<file path="src/rtl/lfsr_seq_ctrl.sv">
// Start/done sequencing controller around a 4-bit maximal-length LFSR (x^4+x+1).
// Loads a seed, performs a programmed number of shifts, and supports pause and abort.
module lfsr_seq_ctrl #(
  parameter int unsigned STEP_W   = 8,
  parameter logic [3:0]  DEF_SEED = 4'b0001
) (
  input  logic              clk,
  input  logic              rst,
  input  logic              start,
  input  logic [3:0]        seed,
  input  logic [STEP_W-1:0] steps,
  input  logic              pause,
  input  logic              abort,
  output logic [3:0]        q,
  output logic              q_valid,
  output logic              wrap,
  output logic              busy,
  output logic              done,
  output logic              seed_err
);

  typedef enum logic [1:0] {StIdle, StLoad, StRun, StDone} state_e;

  localparam logic [STEP_W-1:0] StepOne = {{(STEP_W-1){1'b0}}, 1'b1};

  state_e            state_q;
  logic [3:0]        seed_q;
  logic [STEP_W-1:0] steps_q;
  logic [STEP_W-1:0] remaining_q;
  logic [3:0]        loaded_q;
  logic [3:0]        q_shift;

  assign q_shift = {q[1] ^ q[0], q[3], q[2], q[1]};

  assign busy = (state_q == StLoad) || (state_q == StRun);
  assign done = (state_q == StDone);

  always_ff @(posedge clk or negedge rst) begin
    if (!rst) begin
      state_q     <= StIdle;
      seed_q      <= '0;
      steps_q     <= '0;
      remaining_q <= '0;
      loaded_q    <= DEF_SEED;
      q           <= DEF_SEED;
      q_valid     <= 1'b0;
      wrap        <= 1'b0;
      seed_err    <= 1'b0;
    end else begin
      q_valid <= 1'b0;
      wrap    <= 1'b0;
      case (state_q)
        StIdle: begin
          if (start) begin
            seed_q   <= seed;
            steps_q  <= steps;
            seed_err <= 1'b0;
            state_q  <= StLoad;
          end
        end
        StLoad: begin
          if (abort) begin
            state_q <= StIdle;
          end else begin
            // An all-zero seed would lock the LFSR, so substitute the default.
            if (seed_q == 4'b0000) begin
              q        <= DEF_SEED;
              loaded_q <= DEF_SEED;
              seed_err <= 1'b1;
            end else begin
              q        <= seed_q;
              loaded_q <= seed_q;
            end
            remaining_q <= steps_q;
            state_q     <= (steps_q == '0) ? StDone : StRun;
          end
        end
        StRun: begin
          if (abort) begin
            state_q <= StIdle;
          end else if (!pause) begin
            q           <= q_shift;
            remaining_q <= remaining_q - StepOne;
            q_valid     <= 1'b1;
            wrap        <= (q_shift == loaded_q);
            if (remaining_q == StepOne) begin
              state_q <= StDone;
            end
          end
        end
        StDone: begin
          state_q <= StIdle;
        end
        default: begin
          state_q <= StIdle;
        end
      endcase
    end
  end

endmodule

</file>
<file path="config.mk">
export PLATFORM = sky130hd
export DESIGN_NAME = lfsr_seq_ctrl
export DESIGN_NICKNAME = d
export VERILOG_FILES = /design/src/rtl/lfsr_seq_ctrl.sv
export SDC_FILE = /design/constraint.sdc
export NUM_CORES = 1
export LEC_CHECK = 0
export CAP_MARGIN = 20
export CELL_PAD_IN_SITES_DETAIL_PLACEMENT = 0
export CELL_PAD_IN_SITES_GLOBAL_PLACEMENT = 2
export CORE_MARGIN = 3
export CORE_UTILIZATION = 36
export DETAILED_ROUTE_END_ITERATION = 7
export GPL_TIMING_DRIVEN = 0
export HOLD_SLACK_MARGIN = 0.02
export PLACE_DENSITY_LB_ADDON = 0.1
export SYNTH_ARGS = -nofsm -noshare
export SYNTH_HDL_FRONTEND = slang
export SYNTH_SLANG_ARGS = --single-unit
</file>
<file path="constraint.sdc">
create_clock -name clk -period 3.3 [get_ports clk]
set_input_delay 0.99 -clock clk [delete_from_list [all_inputs] [get_ports clk]]
set_output_delay 0.99 -clock clk [all_outputs]
set_load 0.01 [all_outputs]
</file>
## Yosys cells after proc, flatten, opt, wreduce, memory -nomap -nowiden

Cells that the tools add are included.

- Bits in registers: 33
- Output and inout bits: 9

- Multiplexer cells: 26
- Reductions and logical operators: 11
- $add $sub $neg: 1
- Equality and inequality tests: 12
- Bitwise gates (word level): 2

Operator list:

| kind | count |
|---|---|
| $mux 8 | 3 |
| $mux 4 | 4 |
| $pmux 8 s2 | 1 |
| $mux 1 | 10 |
| $mux 2 | 5 |
| $eq 8x1->1 const B | 1 |
| $logic_not 8->1 | 1 |
| $ne 2x2->1 const B | 4 |
| $pmux 2 s4 | 1 |
| $pmux 4 s2 | 1 |
| $reduce_and 4->1 | 2 |
| $sub 8x1->8 const B | 1 |
| $eq 2x2->1 const B | 2 |
| $eq 4x4->1 | 1 |
| $logic_not 4->1 | 1 |
| $reduce_and 2->1 | 2 |
| $reduce_bool 2->1 | 2 |
| $ne 3x2->1 const B | 1 |
| $ne 3x3->1 const B | 1 |
| $reduce_and 3->1 | 1 |
| $eq 2x1->1 const B | 1 |
| $logic_not 2->1 | 1 |
| $ne 2x1->1 const B | 1 |
| $pmux 1 s2 | 1 |
| other kinds (3) | 3 |

## Logic depth before layout (Yosys ltp)

- Word-level depth: 5
- Mapped depth: 8
- Mapped depth without buffers: 6

## Worst setup path after synthesis

No wires, ideal clock.

- Path type: input to register
- Start: in start
- End: reg seed_q[0]
- Cell stages on the path: 3
- Library setup time: 125 ps
- Slack: 1,371 ps
- Arrival: 1,804 ps
- Cells stage by stage: nand2_1 > buf_1 > mux2_2

- Longest elaborated chain between the ends: 1

RTL lines:

| element | line | RTL |
|---|---|---|
| start, declared | 9 | `input logic start,` |
| $reduce_and 2->1 (no line) | -- |  |
| end signal, assigned | 41 | `seed_q <= '0;` |
| end signal, assigned | 55 | `seed_q <= seed;` |
| end, declared | 27 | `logic [3:0] seed_q;` |

Every way passes these cells.
A chain may end at the register's enable or synchronous reset.

## Worst setup path after layout

- Start: reg state_q[0]
- End: out busy

- Longest elaborated chain between the ends: 2
- Elaborated cells on any way between the ends: 3
- Classes of those cells: eq/ne (2); reduce/logical (1)

RTL lines:

| element | line | RTL |
|---|---|---|
| start, declared | 26 | `state_e state_q;` |
| start signal, assigned | 40 | `state_q <= StIdle;` |
| start signal, assigned | 58 | `state_q <= StLoad;` |
| start signal, assigned | 63 | `state_q <= StIdle;` |
| $eq 2x1->1 or $eq 2x2->1 (tied branches) | 35 | `assign busy = (state_q == StLoad) \|\| (state_q == StRun);` |
| $logic_or 1x1->1 (*) | 35 |  |
| end, declared | 17 | `output logic busy,` |

Mark *: on every way between the ends. The rest lies on a longest branch, timed or not.

==> metrics <==
Combinational Power Share=37.8%; TNS Setup=0 ps; Worst-path clk slew=70 ps; Die Y=73.48 um; switching power of the nets=657.5 uW; kind of critical path=flip-flop to primary output; # DRC=0; antenna viol nets, final=0; grt ovf=0; post-cts sizing count=0; hold buffers post-CTS=0; Placed Cells incl. Taps=229; final hold viol count=0; max-slew violations=0; slowest CP cell=clkdlybuf4s50_1; CTS sink count=33; RSZ-0062 raised after global routing=false; synth warn=0; Slew HR=50.10%; ys async rst share=100.0%; achievable clock frequency=387.0 MHz; Area after DPL=1947 um2; CTS buffer count=5; Top FF cell, synth=dfrtp_1; Area contributors post-synth=dfrtp_1 47%, mux2_2 11%, ha_1 4.6%; via/cell ratio=5.270; sequential-to-total area share from yosys stat=50.53%; Yosys cell types=33; internal power=1244 uW; HP Class=flip-flop to flip-flop; total of max-cap violations=0; largest net degree at the start of global routing=34; Worst EP arrival=1590 ps; IO Pins=26; Final Setup Violations=0; die footprint=5399 um2; DR vias=1249; Final Non-Filler Cells=237; Synth Register Bits=33; post-synth top area share=47.33%; Worst setup SP type=flip-flop; Area growth syn-to-layout=25.88%; Post-DP HPWL=2.791 mm; drt pass-1 iters=4; Netlist Area Pre-Place=1639 um2; clock buffer depth=2; # diodes=0; post-synth net total=177; CP Cell Sequence=inv_1 -> ha_1 -> clkdlybuf4s50_1; H-tree depth=2; drt wl/cell=15.48 um; Post-Place Worst Slack=629.8 ps; Post-layout nets=209; CTS tree=yes; Port Buf Inserts=25; Die Width=73.48 um; share of layout cells above drive strength 1=15.51%; Core ar.=4202 um2; Starting Density=39.01%; cell area after layout=2063 um2; DRT iter0 DRCs=50; Post-CTS Setup Inserts=0; Sw Share=34.57%; antenna violations before repair=0; routability cong.=0.7708; status=finished, final reports clean; Mapped Cells=154; Syn Area/Cell=10.64 um2; drt total wl=3.668 mm; Least-Margin Pin Slew=748.5 ps; Post-synth EDFFs=0; post-synth top area cell=dfrtp_1; num rows=23; Setup crit end kind=primary output; clock root buffer=clkbuf_8; clock skew=5.139 ps; clock power share=20.6%; Power Dens Cells=921.7 nW/um2; Final Critical Period=2584 ps; setup ws final=715.7 ps; vias in the first global route=1334; worst skew pair latency=290 ps; CP required=2310 ps; first-pass GRT wire length=6.534 mm; GRT Total Usage=15.97%; Leak Pwr=0.0008410 uW; Seq pwr share=41.6%; VDD IR-drop max=330.7 uV; Critical Path Fanout Max=4; fill cell count=404; Tcrit/Tclk final=78.31%; slowest stage delay, CP=530 ps
==> power by group through the flow <==
stage	Sequential [uW]	Combinational, uW	Clock, uW
floorplan	745	515	0
global placement	788	711	0
detailed placement	797	724	0
CTS	791	728	405
global route	821	810	430
finish	791	718	392
==> state kept, by name, summed over array words and instances, names as in the netlist <==
signal,count
loaded_q,4
q,4
q_valid,1
remaining_q,8
seed_err,1
seed_q,4
state_q,2
steps_q,8
wrap,1
==> kinds of logic (layout without fill, tap and decap cells) <==
group / after synthesis / count (layout) / synth area share (%)
fa+ha+maj: 6 / 6 / 4.580
simple gates: 42 / 42 / 12.98
mux: 18 / 18 / 12.21
flops: 33 / 33 / 50.53
xor+xnor: 4 / 4 / 2.138
buf+inv: 13 / 46 / 3.129
compound gates: 38 / 38 / 14.43
==> metal layers <==
layer / part of all wire [%] / routed length [um] / vias to the layer above / global-route usage [%]
met1: 48 / 1757 / 601 / 22.02
met2: 47 / 1710 / 28 / 24.31
met3: 3.8 / 140 / 6 / 4.104
li1: - / - / 614 / -
met4: 1.6 / 60 / 0 / 5.433
met5: 0 / 0 / - / 0
==> layout make-up <==
cell class / count / area (um2) / area share, %
sequential: 33 / 828.3 / 40.15
multi-input combinational: 108 / 759.5 / 36.81
timing repair buffer: 25 / 245.2 / 11.89
clock buffer: 7 / 86.33 / 4.184
tap: 50 / 62.56 / 3.032
clock inverter: 1 / 30.03 / 1.455
buffer: 7 / 28.78 / 1.395
inverter: 6 / 22.52 / 1.092
==> placed cells by master (no fill, tap or decap), types with 2 or more instances in the layout <==
cell type,Yosys,routed
mux2i_1,2,2
nand2_1,13,13
nor4_1,2,2
dfrtp_1,31,31
clkbuf_8,0,6
a211o_1,2,2
nor2b_1,3,3
a21oi_1,10,10
o22a_1,4,4
clkdlybuf4s50_1,0,24
clkbuf_1,4,5
buf_2,2,3
or3_1,2,2
nor2_1,10,10
a2bb2oi_1,3,3
mux2_2,16,16
nand2b_1,3,3
dfstp_2,2,2
nand3_1,3,3
xnor2_1,3,3
or4_1,2,2
o22ai_1,2,2
o21ai_0,13,13
inv_1,6,6
ha_1,6,6
==> Yosys cell counts (all sizes together) (2+ instances only) <==
| master | count |
|---|---|
| or3 | 3 |
| nand2b | 3 |
| nand2 | 13 |
| a211o | 2 |
| a21oi | 10 |
| nor4 | 2 |
| mux2i | 2 |
| dfstp | 2 |
| nor2 | 10 |
| o22ai | 2 |
| clkbuf | 4 |
| or4 | 2 |
| ha | 6 |
| inv | 6 |
| buf | 3 |
| dfrtp | 31 |
| o21ai | 13 |
| mux2 | 16 |
| a2bb2oi | 3 |
| nor2b | 3 |
| xnor2 | 3 |
| o22a | 4 |
| nand3 | 3 |
==> worst paths after layout <==
kind,start,cells after the start,slack [ps],end
setup / recovery,state_q[0],3,720,busy
hold / removal,loaded_q[0],2,490,loaded_q[0]
setup reg to reg,state_q[0],5,1190,q[0]
hold reg to reg,loaded_q[0],2,490,loaded_q[0]
max in group asynchronous,rst,1,2050,seed_q[1]
min in group asynchronous,rst,1,770,remaining_q[1]
==> critical path, delay by kind of cell, from the launching register on <==
kind                       cells  cell delay (ps)
adders and majority gates      1              290
DFF                            1              400
buffers and inverters          2              620
==> through the flow <==
step                utilization [%]  hold WS (ps)  power, uW
floorplan                         -         463.7       1259
global placement              46.46         477.2       1499
detailed placement            46.34         482.3       1522
CTS                           49.11         492.2       1924
global route                  49.11         521.2       2060
finish                        49.11         488.3       1902
Note: power is estimated with default switching activity, not from simulation.
